[src/rtl/led_register_bank_pkg.sv]
// Shared address map constants and reset defaults for the LED register bank.
package led_register_bank_pkg;

    localparam int MAX_CH = 16;

    typedef enum logic [1:0] {
        BYTE_ON_L  = 2'd0,
        BYTE_ON_H  = 2'd1,
        BYTE_OFF_L = 2'd2,
        BYTE_OFF_H = 2'd3
    } led_byte_e;

    localparam logic [7:0] ADDR_CTRL0     = 8'h00;
    localparam logic [7:0] ADDR_CTRL1     = 8'h01;
    localparam logic [7:0] ADDR_CTRL_FE   = 8'hFE;
    localparam logic [7:0] ADDR_CTRL_FF   = 8'hFF;
    localparam logic [7:0] ADDR_ALL_LED   = 8'hFA;

    localparam logic [7:0] DEF_CTRL0      = 8'h11;
    localparam logic [7:0] DEF_CTRL1      = 8'h04;
    localparam logic [7:0] DEF_CTRL_FE    = 8'h1E;

    function automatic logic [7:0] ctrl_default(input logic [7:0] addr);
        case (addr)
            ADDR_CTRL0:   return DEF_CTRL0;
            ADDR_CTRL1:   return DEF_CTRL1;
            ADDR_CTRL_FE: return DEF_CTRL_FE;
            default:      return 8'h00;
        endcase
    endfunction

endpackage

[src/rtl/led_register_bank_shadow.sv]
// One LED channel: working bytes with per-byte dirty bits and the committed value.
module led_channel_shadow
    import led_register_bank_pkg::*;
(
    input  logic        clk_i,
    input  logic        rst_i,
    input  logic        commit_mode_i,
    input  logic        stop_i,
    input  logic [3:0]  byte_we_i,
    input  logic [7:0]  wr_data_i,
    output logic [31:0] work_o,
    output logic [31:0] led_o,
    output logic        commit_o
);

    logic [31:0] work_q;
    logic [3:0]  dirty_q;
    logic [31:0] led_q;
    logic        commit_q;
    logic        do_commit;

    // Decided on the dirty state before this edge's write lands.
    assign do_commit = commit_mode_i ? (stop_i && (dirty_q != 4'b0000)) : (dirty_q == 4'b1111);

    always_ff @(posedge clk_i) begin
        if (rst_i) begin
            work_q   <= '0;
            dirty_q  <= '0;
            led_q    <= '0;
            commit_q <= 1'b0;
        end else begin
            commit_q <= do_commit;
            for (int k = 0; k < 4; k++) begin
                if (byte_we_i[k]) work_q[8*k +: 8] <= wr_data_i;
            end
            if (do_commit) begin
                led_q   <= work_q;
                dirty_q <= byte_we_i;
            end else begin
                dirty_q <= dirty_q | byte_we_i;
            end
        end
    end

    assign work_o   = work_q;
    assign led_o    = led_q;
    assign commit_o = commit_q;

endmodule

[src/rtl/led_register_bank.sv]
// Byte-addressed LED register bank: control registers, per-channel shadows, registered read port.
module led_register_bank
    import led_register_bank_pkg::*;
#(
    parameter int         NUM_CH   = 16,
    parameter logic [7:0] LED_BASE = 8'h06
) (
    input  logic                  clk_i,
    input  logic                  rst_i,
    input  logic                  wr_en_i,
    input  logic [7:0]            wr_addr_i,
    input  logic [7:0]            wr_data_i,
    input  logic                  rd_en_i,
    input  logic [7:0]            rd_addr_i,
    output logic [7:0]            rd_data_o,
    output logic                  rd_valid_o,
    input  logic                  commit_mode_i,
    input  logic                  stop_i,
    output logic [NUM_CH*32-1:0]  led_o,
    output logic [NUM_CH-1:0]     commit_o
);

    localparam int CTRL_LO = int'(LED_BASE);
    localparam int CTRL_N  = CTRL_LO + 2;

    // Control slots 0..LED_BASE-1 map straight to addresses; the last two are 0xFE/0xFF.
    function automatic logic [7:0] ctrl_addr(input int i);
        if (i < CTRL_LO)  return 8'(i);
        if (i == CTRL_LO) return ADDR_CTRL_FE;
        return ADDR_CTRL_FF;
    endfunction

    logic [7:0]  ctrl_q [CTRL_N];
    logic [31:0] work [NUM_CH];
    logic [7:0]  rd_byte;

    always_ff @(posedge clk_i) begin
        if (rst_i) begin
            for (int i = 0; i < CTRL_N; i++) ctrl_q[i] <= ctrl_default(ctrl_addr(i));
        end else if (wr_en_i) begin
            for (int i = 0; i < CTRL_N; i++) begin
                if (wr_addr_i == ctrl_addr(i)) ctrl_q[i] <= wr_data_i;
            end
        end
    end

    for (genvar n = 0; n < NUM_CH; n++) begin : g_ch
        logic [3:0] be;
        for (genvar k = 0; k < 4; k++) begin : g_byte
            assign be[k] = wr_en_i &&
                           ((wr_addr_i == 8'(CTRL_LO + 4*n + k)) ||
                            (wr_addr_i == 8'(int'(ADDR_ALL_LED) + k)));
        end

        led_channel_shadow u_shadow (
            .clk_i         (clk_i),
            .rst_i         (rst_i),
            .commit_mode_i (commit_mode_i),
            .stop_i        (stop_i),
            .byte_we_i     (be),
            .wr_data_i     (wr_data_i),
            .work_o        (work[n]),
            .led_o         (led_o[32*n +: 32]),
            .commit_o      (commit_o[n])
        );
    end

    // ALL_LED and unmapped addresses fall through to zero.
    always_comb begin
        rd_byte = 8'h00;
        for (int i = 0; i < CTRL_N; i++) begin
            if (rd_addr_i == ctrl_addr(i)) rd_byte = ctrl_q[i];
        end
        for (int n = 0; n < NUM_CH; n++) begin
            for (int k = 0; k < 4; k++) begin
                if (rd_addr_i == 8'(CTRL_LO + 4*n + k)) rd_byte = work[n][8*k +: 8];
            end
        end
    end

    always_ff @(posedge clk_i) begin
        if (rst_i) begin
            rd_valid_o <= 1'b0;
            rd_data_o  <= 8'h00;
        end else begin
            rd_valid_o <= rd_en_i;
            if (rd_en_i) rd_data_o <= rd_byte;
        end
    end

endmodule

[config.mk]
export PLATFORM = sky130hd
export DESIGN_NAME = led_register_bank
export DESIGN_NICKNAME = d
export VERILOG_FILES = /design/src/rtl/led_register_bank_pkg.sv /design/src/rtl/led_register_bank_shadow.sv /design/src/rtl/led_register_bank.sv
export SDC_FILE = /design/constraint.sdc
export NUM_CORES = 2
export LEC_CHECK = 0
export ABC_AREA = 0
export CORE_ASPECT_RATIO = 0.5
export CORE_MARGIN = 8
export CORE_UTILIZATION = 40
export DETAILED_ROUTE_END_ITERATION = 8
export PLACE_DENSITY = 0.59
export RECOVER_POWER = 50
export SETUP_SLACK_MARGIN = 0.4
export SLEW_MARGIN = 20
export SYNTH_ARGS = -nofsm -noshare
export SYNTH_HDL_FRONTEND = slang
export SYNTH_SLANG_ARGS = --single-unit
export TNS_END_PERCENT = 20
[constraint.sdc]
create_clock -name clk_i -period 2.82 [get_ports clk_i]
set_input_delay 0.564 -clock clk_i [delete_from_list [all_inputs] [get_ports clk_i]]
set_output_delay 0.564 -clock clk_i [all_outputs]
set_load 0.01 [all_outputs]
==> summary.md <==
| Metric | Value |
|---|---|
| Run status | finished clean |
| Clk_lat worst skew | 0.76 ns |
| Hold Path Depth | 2 |
| Rel. slew slack | 0.0585 |
| Max-cap viol count | 0 |
| Share of the synthesized area in the top cell type | 0.459 |
| Pleak | 0.0240 µW |
| Data arrival, critical path | 3.37 ns |
| Drt total wl | 255000 µm |
| Asr flop ratio synth | 0 |
| Syn-to-layout area delta | 33.5% |
| Synth area leader | dfxtp_1 |
| Register area share after synthesis | 0.498 |
| Measured slew at the worst slew-check pin | 1.41 ns |
| Die H | 262 µm |
| Initial Utilization | 0.403 |
| Ranking of synthesized cells by area | dfxtp_1, mux2i_1, nand2_1 |
| Worst Skew | 0.0622 ns |
| Die ar. | 134000 µm² |
| Final TNS setup | 0 ns |
| Hold endpoint | g_ch[12].u_shadow.led_o[9]$_SDFFE_PP0P_ |
| Reg-to-Reg End | rd_data_o[6]$_SDFFE_PP0P_ |
| # nets final | 6644 |
| Initial antenna violation count | 24 |
| Reg clk slew, reported paths | 0.07 ns |
| Final Hold Fails | 0 |
| Reg2reg setup slack | 0.09 ns |
| Share of cells above drive strength 1 | 0.155 |
| Final number of max-transition violations | 0 |
| Post-synth EDFFs | 64 |
| Largest delay share family, worst path | buffers and inverters |
| Top FF cell, synth | dfxtp_1 |
| First-pass GRT wire length | 354000 µm |
| Critical Path Source Type | input port |
| Synth Net Count | 5741 |
| Crit Path Category | input port to register |
| Unrepaired setup endpoints after global routing | yes |
| Syn Area/Cell | 8.51 µm² |
| Post-synthesis cell type count | 93 |
| #FFs+latches synth | 1177 |
| Compound-Gate Fraction of Synth Area | 0.155 |
| Total power draw | 34900 µW |
| Slowest CP cell | dlygate4sd3_1 |
| Routed WL per cell | 30.6 µm |
| Pre-antenna DRT Iters | 7 |
| Fraction of the mapped netlist area in adder cells | 0 |
| XOR/XNOR share of the synthesized area | 0.000180 |
| Period utilization | 0.979 |
| Peak VDD IR | 450 µV |
| Iteration-0 DRC Markers | 6401 |
| Sink Count | 1177 |
| Number of buffers and inverters on the critical path | 4 |
| Post-synth top cells | nand2_1, dfxtp_1, nor2_1, a21oi_1, mux2i_1 |
| Hpwl dp | 201000 µm |
| Synthesized instance count | 5711 |
| Min cycle time layout | 2.76 ns |
| CTS tree | done |
| Reg2Reg Launch Point | ctrl_q[0][6]$_SDFFCE_PN0P_ |
| # rows | 90 |
| Final core utilization | 0.538 |
| Root buffer cell | clkbuf_16 |
| Crit path largest cell delay | 0.75 ns |
| Via count | 48100 |
| Largest family of logic cells by synthesized area | simple AND/OR/NAND/NOR gates |
| Hold slack | 0.231 ns |
| Worst reg-to-reg path cell count | 11 |
| Deepest clock path buffer count | 3 |
| Core Region | 120000 µm² |
| Design area | 64900 µm² |
| Placer Congestion | 1.06 |
| GRT Total Usage | 0.364 |
| Area post-placement | 61100 µm² |
| PortBufs | 566 |
| Syn. warnings | 0 |
| Worst hold start | rst_i |
| Hold Path Class | input port to register |
| Vias in the first global route | 46000 |
| PwrDens | 538 nW/µm² |
| Post-synthesis mux area share | 0.115 |
| Crit path cell chain | dlygate4sd3_1 > clkbuf_1 > and4_1 > nand4_1 > clkbuf_2 > o21ai_0 > clkbuf_1 > mux2i_1 > nor2_1 |
| WP data required | 3.43 ns |
| Largest net degree at the start of global routing | 128 |
| Post-synthesis simple-gate area fraction | 0.186 |
| DRC viols | 0 |
| CP Capture Type | register |
| IO Count | 567 |
| Crit path top cell by count | clkbuf_1 |
| CTS Buf Count | 101 |
| Crit-path max FO | 9 |
| Vias/cell | 5.79 |
| FMAX | 362 MHz |
| Die width | 509 µm |
| H-tree Lvls | 3 |
| Finish-stage setup viols | 0 |
| Final ANT Viol Nets | 0 |
| Cell with the most instances after synthesis | nand2_1 |
| Remaining global-route overflow | 0 |
| Synthesized cell area | 48600 µm² |
routing by layer:
layer	vias to the layer above	track usage	wire length (µm)
met3	321	0.0992	26400
met2	2303	0.536	107000
li1	21400	-	-
met4	6	0.0770	5620
met1	24100	0.532	116000
met5	-	0	41
state kept, by name (all words and copies together), names as in the netlist:
name                    flops
g_ch.u_shadow.led_o       512
g_ch.u_shadow.work_o      512
ctrl_q                     64
g_ch.u_shadow.dirty_q      64
g_ch.u_shadow.commit_o     16
rd_data_o                   8
rd_valid_o                  1
final cells by class:
class,instances,area [µm²]
tap,1610,2010
clock buffer,134,2910
fill,11100,55600
sequential,1177,24200
multi-input combinational,3999,22600
timing repair buffer,1313,12300
antenna,8,20.0
inverter,22,83.8
clock inverter,55,777
repair_timing:
item / CTS / global route
setup buffers: 15 / 3
gates cloned: 0 / 1
resized for setup: 66 / 49
pin swaps: 16 / 12
endpoints found under the setup margin: 11 / 21
hold buffers: 0 / 0
layout by cell type (no fill, tap or decap), types with 13 or more instances in the layout:
| master | n |
|---|---|
| nand2_1 | 1140 |
| dfxtp_1 | 1112 |
| nor2_1 | 749 |
| a21oi_1 | 715 |
| buf_4 | 575 |
| mux2i_1 | 541 |
| clkdlybuf4s50_1 | 532 |
| o21ai_0 | 158 |
| clkbuf_16 | 103 |
| buf_12 | 90 |
| edfxtp_1 | 64 |
| o22ai_1 | 52 |
| nor3_1 | 46 |
| clkbuf_1 | 41 |
| a22oi_1 | 37 |
| nand3_1 | 31 |
| clkbuf_2 | 29 |
| nand2b_1 | 28 |
| a31oi_1 | 24 |
| clkbuf_8 | 24 |
| o21ai_1 | 23 |
| o211ai_1 | 22 |
| clkinv_2 | 22 |
| a221oi_1 | 22 |
| inv_1 | 21 |
| a211oi_1 | 20 |
| nor2b_1 | 19 |
| and4b_1 | 19 |
| o21a_1 | 19 |
| o221ai_1 | 19 |
| buf_6 | 19 |
| dlygate4sd3_1 | 17 |
| o21ai_2 | 15 |
| bufinv_16 | 13 |
worst reg2reg max path, stage by stage, from the launching register on:
cell and delay [ns]:
edfxtp_1 0.38, mux4_2 0.50, a222oi_1 0.37, buf_4 0.19, o22a_1 0.21, o22ai_1 0.09
o21ai_1 0.11, buf_4 0.20, nand4_1 0.20, a31oi_1 0.20, buf_4 0.15, nor3_2 0.04
worst max path at each step:
stage	depth (start not counted)	slack [ns]	start	end
3_3_place_gp	13	-1.16	rd_addr_i[7]	rd_data_o[2]$_SDFFE_PP0P_
2_1_floorplan	8	0.31	rd_addr_i[7]	rd_data_o[4]$_SDFFE_PP0P_
5_1_grt	9	0.04	wr_addr_i[7]	g_ch[11].u_shadow.work_o[8]$_SDFFE_PP0P_
3_5_place_dp	13	-1.14	rd_addr_i[7]	rd_data_o[2]$_SDFFE_PP0P_
6_report	9	0.06	wr_addr_i[7]	g_ch[11].u_shadow.work_o[8]$_SDFFE_PP0P_
4_1_cts	11	0.13	ctrl_q[0][6]$_SDFFCE_PN0P_	rd_data_o[6]$_SDFFE_PP0P_
power by group:
part | internal [µW] | switching [µW] | total (µW)
logic | 799 | 1720 | 2520
registers | 16800 | 83.8 | 16900
clock network | 8580 | 6910 | 15500
total | 26200 | 8710 | 34900
cells by family after synthesis:
family / after synthesis
muxes: 553
DFF: 1177
and+or+nand+nor: 2162
AOI/OAI and AO/OA: 1283
xor gates and xnor gates: 1
buffers and inverters: 535
through the flow:
stage,cells,setup slack (ns)
after global placement,8102,-1.16
final,8318,0.0601
after global routing,8313,0.0403
after detailed placement,8102,-1.14
after floorplan,5711,0.305
after CTS,8306,0.128
No activity file was read; power rests on OpenSTA's default activity.
